`config.mk`:
```
export PLATFORM = sky130hd
export DESIGN_NAME = laundry_pay_ctrl
export DESIGN_NICKNAME = d
export VERILOG_FILES = /design/src/rtl/laundry_pay_ctrl.sv
export SDC_FILE = /design/constraint.sdc
export NUM_CORES = 1
export LEC_CHECK = 0
export BUFFER_PORTS_ARGS = -buffer_cell sky130_fd_sc_hd__buf_2
export CAP_MARGIN = 10
export CORE_UTILIZATION = 50
export DETAILED_ROUTE_END_ITERATION = 16
export GPL_TIMING_DRIVEN = 0
export PLACE_DENSITY = 0.72
export SLEW_MARGIN = 20
export SYNTH_ARGS = -nofsm -noshare
export SYNTH_HDL_FRONTEND = slang
export SYNTH_SLANG_ARGS = --single-unit
```
`constraint.sdc`:
```
create_clock -name clk -period 3.98 [get_ports clk]
set_input_delay 0.199 -clock clk [delete_from_list [all_inputs] [get_ports clk]]
set_output_delay 0.199 -clock clk [all_outputs]
set_load 0.05 [all_outputs]
```
`src/rtl/laundry_pay_ctrl.sv`:
```
// Customer-side payment/session controller for the washing-machine FSM:
// coin credit, pricing, launch pulse, abort forwarding, refunds and a run watchdog.
module laundry_pay_ctrl #(
  parameter int unsigned PRICE_SINGLE = 4,
  parameter int unsigned PRICE_DOUBLE = 6,
  parameter int unsigned CREDIT_W     = 4,
  parameter int unsigned IDLE_TIMEOUT = 15,
  parameter int unsigned RUN_TIMEOUT  = 64
) (
  input  logic                clk,
  input  logic                rst,
  input  logic                coin_valid_i,
  input  logic [2:0]          coin_val_i,
  input  logic                sel_double_i,
  input  logic                start_i,
  input  logic                cancel_i,
  input  logic                abort_i,
  input  logic                done_i,
  input  logic                off_interrupt_i,
  output logic                coin_deposit_o,
  output logic                double_wash_o,
  output logic                spin_interrupt_o,
  output logic [CREDIT_W-1:0] credit_o,
  output logic                refund_valid_o,
  output logic [CREDIT_W-1:0] refund_amt_o,
  output logic                coin_reject_o,
  output logic                start_reject_o,
  output logic                busy_o,
  output logic                session_done_o,
  output logic                interrupted_o,
  output logic                fault_o
);

  localparam int unsigned IW = $clog2(IDLE_TIMEOUT + 1);
  localparam int unsigned RW = $clog2(RUN_TIMEOUT + 1);
  localparam logic [CREDIT_W-1:0] P_SINGLE   = CREDIT_W'(PRICE_SINGLE);
  localparam logic [CREDIT_W-1:0] P_DOUBLE   = CREDIT_W'(PRICE_DOUBLE);
  localparam logic [CREDIT_W:0]   CREDIT_MAX = (CREDIT_W + 1)'((1 << CREDIT_W) - 1);
  localparam logic [IW-1:0]       IDLE_LAST  = IW'(IDLE_TIMEOUT - 1);
  localparam logic [RW-1:0]       RUN_LAST   = RW'(RUN_TIMEOUT - 1);

  typedef enum logic [2:0] {
    S_IDLE, S_CREDIT, S_LAUNCH, S_RUN, S_FINISH, S_REFUND, S_FAULT
  } state_e;

  state_e              state_q, state_d;
  logic [CREDIT_W-1:0] credit_q, credit_d;
  logic [IW-1:0]       idle_q, idle_d;
  logic [RW-1:0]       run_q, run_d;
  logic                dbl_q, dbl_d;
  logic                spin_q, spin_d;
  logic                dep_q, dep_d;
  logic                rv_q, rv_d;
  logic [CREDIT_W-1:0] ramt_q, ramt_d;
  logic                crej_q, crej_d;
  logic                srej_q, srej_d;
  logic                busy_q, busy_d;
  logic                sdone_q, sdone_d;
  logic                intr_q, intr_d;
  logic                fault_q, fault_d;

  logic [CREDIT_W:0]   sum;
  logic                coin_ok;
  logic [CREDIT_W-1:0] price;

  always_ff @(posedge clk or negedge rst) begin
    if (!rst) begin
      state_q  <= S_IDLE;
      credit_q <= '0;
      idle_q   <= '0;
      run_q    <= '0;
      dbl_q    <= 1'b0;
      spin_q   <= 1'b0;
      dep_q    <= 1'b0;
      rv_q     <= 1'b0;
      ramt_q   <= '0;
      crej_q   <= 1'b0;
      srej_q   <= 1'b0;
      busy_q   <= 1'b0;
      sdone_q  <= 1'b0;
      intr_q   <= 1'b0;
      fault_q  <= 1'b0;
    end else begin
      state_q  <= state_d;
      credit_q <= credit_d;
      idle_q   <= idle_d;
      run_q    <= run_d;
      dbl_q    <= dbl_d;
      spin_q   <= spin_d;
      dep_q    <= dep_d;
      rv_q     <= rv_d;
      ramt_q   <= ramt_d;
      crej_q   <= crej_d;
      srej_q   <= srej_d;
      busy_q   <= busy_d;
      sdone_q  <= sdone_d;
      intr_q   <= intr_d;
      fault_q  <= fault_d;
    end
  end

  // Pulses and refund data are computed on the transition into the state that
  // shows them, so every output comes straight from a flop.
  always_comb begin
    state_d  = state_q;
    credit_d = credit_q;
    idle_d   = idle_q;
    run_d    = run_q;
    dbl_d    = dbl_q;
    spin_d   = spin_q;
    dep_d    = 1'b0;
    rv_d     = 1'b0;
    ramt_d   = '0;
    crej_d   = 1'b0;
    srej_d   = 1'b0;
    sdone_d  = 1'b0;
    intr_d   = 1'b0;
    sum      = {1'b0, credit_q} + (CREDIT_W + 1)'(coin_val_i);
    coin_ok  = (coin_val_i != 3'd0) && (sum <= CREDIT_MAX);
    price    = sel_double_i ? P_DOUBLE : P_SINGLE;

    case (state_q)
      S_IDLE: begin
        if (start_i) srej_d = 1'b1;
        if (coin_valid_i) begin
          if (coin_ok) begin
            credit_d = sum[CREDIT_W-1:0];
            idle_d   = '0;
            state_d  = S_CREDIT;
          end else begin
            crej_d = 1'b1;
          end
        end
      end
      S_CREDIT: begin
        if (cancel_i) begin
          crej_d   = coin_valid_i;
          rv_d     = 1'b1;
          ramt_d   = credit_q;
          credit_d = '0;
          state_d  = S_REFUND;
        end else if (start_i && (credit_q >= price)) begin
          crej_d   = coin_valid_i;
          dep_d    = 1'b1;
          dbl_d    = sel_double_i;
          rv_d     = (credit_q != price);
          ramt_d   = (credit_q != price) ? credit_q - price : '0;
          credit_d = '0;
          state_d  = S_LAUNCH;
        end else begin
          srej_d = start_i;
          if (coin_valid_i) begin
            if (coin_ok) credit_d = sum[CREDIT_W-1:0];
            else         crej_d   = 1'b1;
          end
          if (start_i || coin_valid_i) begin
            idle_d = '0;
          end else if (idle_q == IDLE_LAST) begin
            rv_d     = 1'b1;
            ramt_d   = credit_q;
            credit_d = '0;
            state_d  = S_REFUND;
          end else begin
            idle_d = idle_q + 1'b1;
          end
        end
      end
      S_LAUNCH: begin
        crej_d  = coin_valid_i;
        run_d   = '0;
        state_d = S_RUN;
      end
      S_RUN: begin
        crej_d = coin_valid_i;
        if (off_interrupt_i || done_i) begin
          intr_d  = off_interrupt_i;
          sdone_d = !off_interrupt_i;
          dbl_d   = 1'b0;
          spin_d  = 1'b0;
          state_d = S_FINISH;
        end else if (run_q == RUN_LAST) begin
          dbl_d   = 1'b0;
          spin_d  = 1'b0;
          state_d = S_FAULT;
        end else begin
          run_d = run_q + 1'b1;
          if (abort_i) spin_d = 1'b1;
        end
      end
      S_FINISH: begin
        crej_d  = coin_valid_i;
        state_d = S_IDLE;
      end
      S_REFUND: begin
        crej_d  = coin_valid_i;
        state_d = S_IDLE;
      end
      S_FAULT: begin
        crej_d = coin_valid_i;
        srej_d = start_i;
        dbl_d  = 1'b0;
        spin_d = 1'b0;
      end
      default: state_d = S_IDLE;
    endcase

    busy_d  = (state_d == S_LAUNCH) || (state_d == S_RUN);
    fault_d = (state_d == S_FAULT);
  end

  assign coin_deposit_o   = dep_q;
  assign double_wash_o    = dbl_q;
  assign spin_interrupt_o = spin_q;
  assign credit_o         = credit_q;
  assign refund_valid_o   = rv_q;
  assign refund_amt_o     = ramt_q;
  assign coin_reject_o    = crej_q;
  assign start_reject_o   = srej_q;
  assign busy_o           = busy_q;
  assign session_done_o   = sdone_q;
  assign interrupted_o    = intr_q;
  assign fault_o          = fault_q;

endmodule
```
==> results of run 1 <==
==> through the flow <==
| step | power (uW) | hold WS [ns] |
|---|---|---|
| after floorplan | 1040 | -0.0966 |
| after global placement | 1190 | 0.280 |
| after detailed placement | 1210 | 0.290 |
| after CTS | 1410 | 0.0878 |
| after global routing | 1510 | 0.0936 |
| final | 1400 | 0.101 |
==> metal layers <==
metal / GRT usage, % / vias up / routed length, microns
li1: - / 692 / -
met1: 28.5 / 705 / 1590
met2: 37.2 / 27 / 1820
met3: 6.18 / 8 / 152
met4: 10.7 / 0 / 78
met5: 0 / - / 0
==> area by class of cell <==
cell class              count  share of cell area [%]
multi-input cells         126                    43.2
flip-flops and latches     32                    39.9
repair buffers             30                    7.74
well taps                  46                    2.87
clock buffers               6                    2.56
plain buffers               6                    1.68
inverters                   8                    1.50
clock inverters             2                   0.499
==> cell usage after synthesis (all sizes together) (2+ instances only) <==
cell     n
a22o     2
ha       8
nor3     9
a21oi    7
a21boi   2
nand2b   4
nand3    6
inv      8
and2     2
o31a     2
nand3b   2
nor2    19
nor3b    3
o221ai   2
dfrtp   32
buf      4
a221o    2
or3      4
xnor2    4
nor2b    3
o21ai   12
nand2   11
clkbuf   2
mux2i    3
==> sequential cells by signal, indices dropped and copies added, names as in the netlist <==
register	flops
run_q	7
credit_o	4
idle_q	4
refund_amt_o	4
state_q	3
busy_o	1
coin_deposit_o	1
coin_reject_o	1
double_wash_o	1
fault_o	1
interrupted_o	1
refund_valid_o	1
session_done_o	1
spin_interrupt_o	1
start_reject_o	1
==> layout by cell type (no fill, tap or decap), types with 3 or more instances in the layout <==
master and count:
nand3_1 6, mux2i_1 3, nor2b_1 3, ha_1 8, clkbuf_4 5, nor2_1 19, xnor2_1 4, nand2b_1 3
dfrtp_1 32, a21oi_1 7, nand2_1 10, o21ai_0 12, inv_1 8, or3_1 4, buf_2 32, nor3_1 8
==> logic make-up after synthesis <==
family	after synthesis
AOI/OAI and AO/OA	43
xor gates and xnor gates	4
adders and majority gates	9
buffers and inverters	14
DFF	32
muxes	4
and+or+nand+nor	66
==> path summary, 6_finish.rpt <==
kind / from / endpoint / slack [ns] / depth (start not counted)
max in group asynchronous: rst / run_q[3] / 3.09 / 2
min in group asynchronous: rst / coin_deposit_o / 0.43 / 2
min reg2reg: spin_interrupt_o / spin_interrupt_o / 0.50 / 1
max: credit_o[0] / idle_q[3] / 1.41 / 7
min: off_interrupt_i / session_done_o / 0.10 / 2
max reg2reg: credit_o[0] / idle_q[3] / 1.41 / 7
==> critical path: cells and delay by family, from the launching register on <==
| kind | cells | cell delay (ns) |
|---|---|---|
| adders and majority gates | 2 | 0.65 |
| DFF | 1 | 0.44 |
| AOI/OAI and AO/OA | 3 | 0.96 |
| and+or+nand+nor | 2 | 0.41 |
==> what timing repair did <==
action / 4_1_cts / 5_1_grt
endpoints found under the hold margin: 32 / 0
gates resized for setup: 0 / 0
hold buffers: 1 / 0
==> power breakdown <==
part / switching [uW] / leakage (uW) / total [uW] / internal (uW)
Combinational: 486 / 0.000494 / 724 / 237
Clock: 109 / 0.0000380 / 193 / 83.9
Sequential: 78.4 / 0.000433 / 483 / 405
==> results.sh, run 1 <==
export IMPL_critPathMaxStageDelay_ns=0.44
export IMPL_antenna_cells=0
export IMPL_synth_mux_area_share_pct=2.38
export IMPL_die_h_microns=60.9
export IMPL_crit_path_end_kind="flip-flop"
export IMPL_path_cells="ha_1, fa_1, a311oi_2, nand4_2, o22ai_2, nand2_2, a221o_1"
export IMPL_yosys_top_cells_area="dfrtp_1, ha_1, nor2_1"
export IMPL_io_buffer_count=29
export IMPL_postLayoutCellArea_sq_mm=0.00201
export IMPL_fin_cells=256
export IMPL_synth_main_ff_cell="dfrtp_1"
export IMPL_grt_pass1_wl_microns=6110
export IMPL_grt_pass1_vias=1355
export IMPL_synth_simple_area_share_pct=20.3
export IMPL_regArea_sq_um=801
export IMPL_antenna_found_initial=0
export IMPL_floorplan_initialDensity_pct=51.9
export IMPL_max_freq_mhz=389
export IMPL_multi_input_area_sq_um=867
export IMPL_start_kind="flip-flop"
export IMPL_wirelength_microns=3650
export IMPL_yosys_area_top_type="dfrtp_1"
export IMPL_grtUsageTotal_pct=22.9
export IMPL_die_w_microns=60.9
export IMPL_cts_root_buf="clkbuf_4"
export IMPL_syn_cell_area_sq_mm=0.00173
export IMPL_hold_violations=0
export IMPL_worstPathMaxFanout=7
export IMPL_ios=30
export IMPL_outcome="finished, final reports clean"
export IMPL_synth_top_family_by_area="simple AND/OR/NAND/NOR gates"
export IMPL_cts_tree="done"
export IMPL_dieArea_sq_mm=0.00370
export IMPL_setup_viol=0
export IMPL_cap_violations=0
export IMPL_async_flop_share_pct=100
export IMPL_clockBufferDepth=2
export IMPL_cts_buffers=5
export IMPL_nNetsFinal=230
export IMPL_syn_to_final_growth_pct=15.8
export IMPL_hpwl_microns=2650
export IMPL_wire_per_inst_microns=14.2
export IMPL_post_cts_buffers=0
export IMPL_slew_headroom_pct=47.6
export IMPL_critPathRequiredTime_ns=4.21
export IMPL_ant_nets=0
export IMPL_skew_ns=0.00721
export IMPL_fin_ws_ns=1.41
export IMPL_critical_path_arrival_ns=2.80
export IMPL_fillCellCount=295
export IMPL_hold_class="in -> reg"
export IMPL_p_leak_uw=0.000965
export IMPL_avgSynthCellArea_sq_um=10.1
export IMPL_drc=0
export IMPL_worst_ir_drop_vdd_mv=0.273
export IMPL_row_count=21
export IMPL_synthAdderAreaFrac_pct=6.94
export IMPL_placedInstanceArea_sq_mm=0.00193
export IMPL_syn_inst=172
export IMPL_place_congestion=0.827
export IMPL_clk_latency_ns=0.34
export IMPL_synth_top_area_share_pct=46.2
export IMPL_pre_cts_slack_ns=1.42
export IMPL_slowest_stage="dfrtp_1"
export IMPL_via_count=1432
export IMPL_yosysWarnings=0
export IMPL_fin_crit_ns=2.57
export IMPL_fin_tns_setup_ns=0
export IMPL_fin_util_pct=60.1
export IMPL_worstMarginPinSlew_ns=0.780
export IMPL_synth_edff_count=0
export IMPL_drive_gt1_share_pct=24.3
export IMPL_rsz0062_at_grt="false"
export IMPL_slew_viol_final=0
export IMPL_grt_ovfl_total=0
export IMPL_vias_per_cell=5.59
export IMPL_power_density_mw_per_mm2=698
export IMPL_synth_cell_types=48
export IMPL_grt_start_max_net_pins=33
export IMPL_synthXorXnorAreaFrac_pct=2.02
export IMPL_synth_nets=193
export IMPL_drtPass1Iterations=5
export IMPL_clk_pin_slew_ns=0.10
export IMPL_period_share_pct=64.7
export IMPL_ys_seq_area_share_pct=46.2
export IMPL_htree_levels=2
export IMPL_place_inst=247
export IMPL_initialDrtViolationCount=107
export IMPL_synth_compound_area_share_pct=18.4
export IMPL_critPathKind="reg -> reg"
export IMPL_yosys_register_bits=32
export IMPL_cts_num_sinks=32
export IMPL_coreArea_sq_mm=0.00334
Power figures use the tool's default switching activity.
==> run 2, diff against run 1 <==
Settings changed: PLACE_DENSITY 0.72 to 0.75.
Clock period 3.98 ns to 2.3 ns, I/O delays scaled along.
==> run 2 against run 1 <==
Count of clock-buffer cells in the layout unchanged. Sequential share of layout area down 1.1 points. Fmax increased by 15%. Utilization increased by 1.9 points. First-iteration DRC count down 33%. Highest routed layer unchanged. Non-clock buffer count grew 4. Global-route usage decreased by 0.61 points. Via count rose by 2.1%. Total power grew 79%. Critical path depth is the same. Setup slack worse by 1.3 ns.
==> results.sh, run 2 (same netlist as run 1, synthesis figures left out) <==
export IMPL_setup_viol=0
export IMPL_p_leak_uw=0.000974
export IMPL_skew_ns=0.00949
export IMPL_worst_ir_drop_vdd_mv=0.978
export IMPL_syn_to_final_growth_pct=19.6
export IMPL_final_cell_mix="buf_2, dfrtp_1, nor2_1"
export IMPL_drive_gt1_share_pct=27.7
export IMPL_comb_power_share_pct=54.8
export IMPL_critPathTopFamily="compound AO/OA/AOI/OAI gates"
export IMPL_vias_per_cell=5.64
export IMPL_start_kind="flip-flop"
export IMPL_clockBufferDepth=2
export IMPL_route_met3_wl_microns=224
export IMPL_cts_num_sinks=32
export IMPL_wire_per_inst_microns=14.0
export IMPL_p_int_uw=1300
export IMPL_fillCellCount=287
export IMPL_path_cells="ha_4, fa_2, a311oi_4, nand4_4, o22ai_4, nand2_2, a221o_1"
export IMPL_power_density_mw_per_mm2=1210
export IMPL_htree_levels=2
export IMPL_dr_wl_met2_microns=1740
export IMPL_ios=30
export IMPL_fin_util_pct=62.1
export IMPL_hold_violations=0
export IMPL_cts_tree="done"
export IMPL_largest_reg_flops=7
export IMPL_seqPwrFrac_pct=33.6
export IMPL_clk_pin_slew_ns=0.09
export IMPL_worstPathMaxFanout=5
export IMPL_crit_path_end_kind="flip-flop"
export IMPL_period_share_pct=97.1
export IMPL_slowest_stage="dfrtp_2"
export IMPL_cts_root_buf="clkbuf_4"
export IMPL_coreArea_sq_mm=0.00334
export IMPL_antenna_found_initial=0
export IMPL_critical_path_arrival_ns=2.45
export IMPL_hpwl_microns=2650
export IMPL_floorplan_initialDensity_pct=51.9
export IMPL_clk_latency_ns=0.33
export IMPL_critPathRequiredTime_ns=2.52
export IMPL_io_buffer_count=29
export IMPL_top_layer_used="met4"
export IMPL_drc=0
export IMPL_max_freq_mhz=448
export IMPL_slew_headroom_pct=44.8
export IMPL_grtUsageTotal_pct=22.3
export IMPL_wirelength_microns=3620
export IMPL_dieArea_sq_mm=0.00370
export IMPL_place_congestion=0.796
export IMPL_die_w_microns=60.9
export IMPL_drt_met1_wl_microns=1610
export IMPL_via_count=1462
export IMPL_antenna_cells=0
export IMPL_top_register="run_q"
export IMPL_ant_nets=0
export IMPL_grt_pass1_wl_microns=5920
export IMPL_final_common_cell="buf_2"
export IMPL_nNetsFinal=234
export IMPL_cap_violations=0
export IMPL_clock_power_share_pct=11.6
export IMPL_grt_pass1_vias=1329
export IMPL_grt_ovfl_total=0
export IMPL_fin_crit_ns=2.23
export IMPL_outcome="finished, final reports clean"
export IMPL_grt_start_max_net_pins=33
export IMPL_slew_viol_final=0
export IMPL_crit_buf_inv=0
export IMPL_initialDrtViolationCount=72
export IMPL_drtPass1Iterations=4
export IMPL_cts_buffers=5
export IMPL_critPathKind="reg -> reg"
export IMPL_critPathMaxStageDelay_ns=0.46
export IMPL_die_h_microns=60.9
export IMPL_row_count=21
export IMPL_worstMarginPinSlew_ns=0.821
export IMPL_power_switching_uw=1210
export IMPL_hold_class="in -> reg"
export IMPL_p_sw_share_pct=48.1
export IMPL_finalPower_uw=2510
-- run 2: timing repair --
item | in CTS | in global routing
endpoints found under the hold margin | 32 | 0
hold buffers | 1 | 0
gates resized for setup | 1 | 3
setup endpoints to repair | 4 | 3
buffers inserted | 1 | 3
pin swaps | 1 | 2
-- run 2: routing by layer --
layer  vias to the layer above  GRT usage, %
li1                        704             -
met1                       697          29.1
met2                        55          35.3
met3                         6          6.61
met4                         0          8.12
met5                         -             0
-- run 2: stage by stage --
stage	area [sq um]	std cells	setup WS, ns	hold slack (ns)	setup TNS, ns
floorplan	1760	172	-0.0600	-0.181	-0.0945
global placement	1960	247	-0.0954	0.182	-0.165
detailed placement	1960	247	-0.156	0.202	-0.360
CTS	2030	256	0.0104	0.0130	0
global route	2070	259	-0.0247	0.0217	-0.0247
finish	2070	259	0.0664	0.0237	0
-- run 2: worst paths after layout --
kind,startpoint,to,slack (ns),cells after the start
max,credit_o[0],idle_q[3],0.07,7
min,off_interrupt_i,session_done_o,0.02,2
max reg2reg,credit_o[0],idle_q[3],0.07,7
min reg2reg,spin_interrupt_o,spin_interrupt_o,0.50,1
max in group asynchronous,rst,credit_o[0],1.45,2
min in group asynchronous,rst,idle_q[3],0.36,2
-- run 2: area by class of cell --
type	instances	area (sq um)	area share, %
timing repair buffer	34	185	8.94
clock buffer	6	41.3	1.99
inverter	8	30.0	1.45
clock inverter	1	5.00	0.242
sequential	32	803	38.8
tap	46	57.6	2.78
buffer	6	33.8	1.63
multi-input combinational	126	915	44.2
-- run 2: worst register-to-register path: stages (launching register included) --
cell and delay [ns]:
dfrtp_2 0.46, ha_4 0.18, fa_2 0.37, a311oi_4 0.28
nand4_4 0.17, o22ai_4 0.20, nand2_2 0.12, a221o_1 0.36
-- run 2: power by group through the flow --
stage | logic [uW] | registers [uW] | clock network [uW]
2_1_floorplan | 666 | 1160 | 0
3_5_place_dp | 1280 | 851 | 0
4_1_cts | 1300 | 841 | 299
5_1_grt | 1500 | 867 | 318
3_3_place_gp | 1240 | 842 | 0
6_report | 1380 | 843 | 291
==> run 3, diff against run 2 <==
Settings changed: CELL_PAD_IN_SITES_DETAIL_PLACEMENT from default to 1, CELL_PAD_IN_SITES_GLOBAL_PLACEMENT from default to 1, CORE_UTILIZATION 50 to 42, GPL_TIMING_DRIVEN 0 to default, PLACE_DENSITY 0.75 to default, PLACE_DENSITY_LB_ADDON from default to 0.1.
Clock period 2.3 ns to 2.5 ns, I/O delays scaled along.
==> run 3 against run 2 <==
Clock skew is 0.0050 ns lower. Critical path type unchanged. Setup slack better by 0.071 ns. Sequential share of layout area grew 0.15 points. Count of clock-buffer cells in the layout is the same.
==> results.sh, run 3 (same netlist as run 1, synthesis figures left out) <==
export IMPL_htree_levels=2
export IMPL_initialDrtViolationCount=60
export IMPL_drc=0
export IMPL_skew_ns=0.00444
export IMPL_setup_viol=0
export IMPL_dieArea_sq_mm=0.00438
export IMPL_critPathRequiredTime_ns=2.66
export IMPL_start_kind="flip-flop"
export IMPL_period_share_pct=94.5
export IMPL_path_cells="ha_1, fa_1, a311oi_2, nand4_2, o22ai_4, nand2_2, a221o_1"
export IMPL_drtPass1Iterations=4
export IMPL_p_leak_uw=0.000980
export IMPL_clk_latency_ns=0.28
export IMPL_slowest_stage="dfrtp_2"
export IMPL_final_cell_mix="dfrtp_1, buf_2, nor2_1"
export IMPL_outcome="finished, final reports clean"
export IMPL_clockBufferDepth=2
export IMPL_rsz0062_at_grt="false"
export IMPL_ant_nets=0
export IMPL_coreArea_sq_mm=0.00380
export IMPL_vias_per_cell=5.70
export IMPL_fin_util_pct=54.2
export IMPL_cap_violations=0
export IMPL_post_cts_buffers=0
export IMPL_critPathMaxStageDelay_ns=0.43
export IMPL_grt_pass1_wl_microns=7230
export IMPL_ios=30
export IMPL_die_w_microns=66.2
export IMPL_worst_ir_drop_vdd_mv=0.611
export IMPL_slew_headroom_pct=51.0
export IMPL_cts_buffers=5
export IMPL_antenna_cells=0
export IMPL_crit_buf_inv=0
export IMPL_fin_crit_ns=2.36
export IMPL_wire_per_inst_microns=17.0
export IMPL_via_count=1460
export IMPL_r2r_start="credit_o[0]"
export IMPL_io_buffer_count=29
export IMPL_cts_tree="done"
export IMPL_critPathKind="reg -> reg"
export IMPL_worstMarginPinSlew_ns=0.735
export IMPL_place_congestion=0.809
export IMPL_final_common_cell="dfrtp_1"
export IMPL_grt_start_max_net_pins=33
export IMPL_nNetsFinal=228
export IMPL_hold_class="in -> reg"
export IMPL_critPathTopFamily="compound AO/OA/AOI/OAI gates"
export IMPL_hold_violations=0
export IMPL_die_h_microns=66.2
export IMPL_cts_num_sinks=32
export IMPL_cts_root_buf="clkbuf_8"
export IMPL_drive_gt1_share_pct=24.5
export IMPL_worstPathMaxFanout=5
export IMPL_fin_tns_setup_ns=0
export IMPL_grt_ovfl_total=0
export IMPL_syn_to_final_growth_pct=18.9
export IMPL_power_density_mw_per_mm2=1190
export IMPL_row_count=22
export IMPL_max_freq_mhz=423
export IMPL_hp_start="off_interrupt_i"
export IMPL_hpwl_microns=3240
export IMPL_grtUsageTotal_pct=22.4
export IMPL_worstSetupStartpoint="credit_o[0]"
export IMPL_critical_path_arrival_ns=2.52
export IMPL_clk_pin_slew_ns=0.06
export IMPL_crit_path_end_kind="flip-flop"
export IMPL_grt_pass1_vias=1490
export IMPL_largest_reg_flops=7
export IMPL_wirelength_microns=4340
export IMPL_slew_viol_final=0
export IMPL_antenna_found_initial=0
export IMPL_top_register="run_q"
export IMPL_floorplan_initialDensity_pct=45.6
-- run 3: cell types whose count changed in the layout (fill, tap and decap cells not counted), sizes merged --
cell and delta:
clkbuf -2, buf -4, bufinv +1
-- run 3: layer usage --
metal / global-route usage [%] / share of wire [%] / wire, microns
met1: 28.4 / 46 / 2010
met2: 37.8 / 49 / 2110
met3: 5.34 / 3.6 / 158
met4: 6.38 / 1.4 / 61
met5: 0 / 0 / 0
-- run 3: where the power goes --
group          internal, uW  leakage [uW]  switching (uW)
clock                   295     0.0000552             186
combinational           386      0.000493             766
sequential              647      0.000432             171
-- run 3: through the flow --
step	worst slack [ns]	power, uW	instances	instance area [sq um]	hold WS (ns)
3_3_place_gp	0.244	1910	247	1930	0.204
5_1_grt	0.00903	2610	256	2060	0.0995
4_1_cts	0.0807	2460	256	2050	0.0893
3_5_place_dp	0.102	1960	247	1930	0.229
2_1_floorplan	0.0460	1650	172	1730	-0.171
6_report	0.137	2450	256	2060	0.0926
-- run 3: path summary, 6_finish.rpt --
path	end	slack (ns)	depth (start not counted)
min in group asynchronous	credit_o[3]	0.44	2
hold reg to reg	spin_interrupt_o	0.49	1
setup / recovery	idle_q[3]	0.14	7
hold / removal	session_done_o	0.09	2
setup reg to reg	idle_q[3]	0.14	7
max in group asynchronous	credit_o[0]	1.56	2
-- run 3: cell type report --
type | instances | area [sq um]
fill | 450 | 1740
clock inverter | 2 | 35.0
clock buffer | 6 | 72.6
multi-input combinational | 126 | 875
inverter | 8 | 30.0
sequential | 32 | 802
timing repair buffer | 34 | 185
tap | 48 | 60.1
-- run 3: what timing repair did --
action                                  CTS  global route
endpoints found under the setup margin    0             1
hold buffers                              1             0
gates resized for setup                   0             1
hold endpoints to repair                 32             0
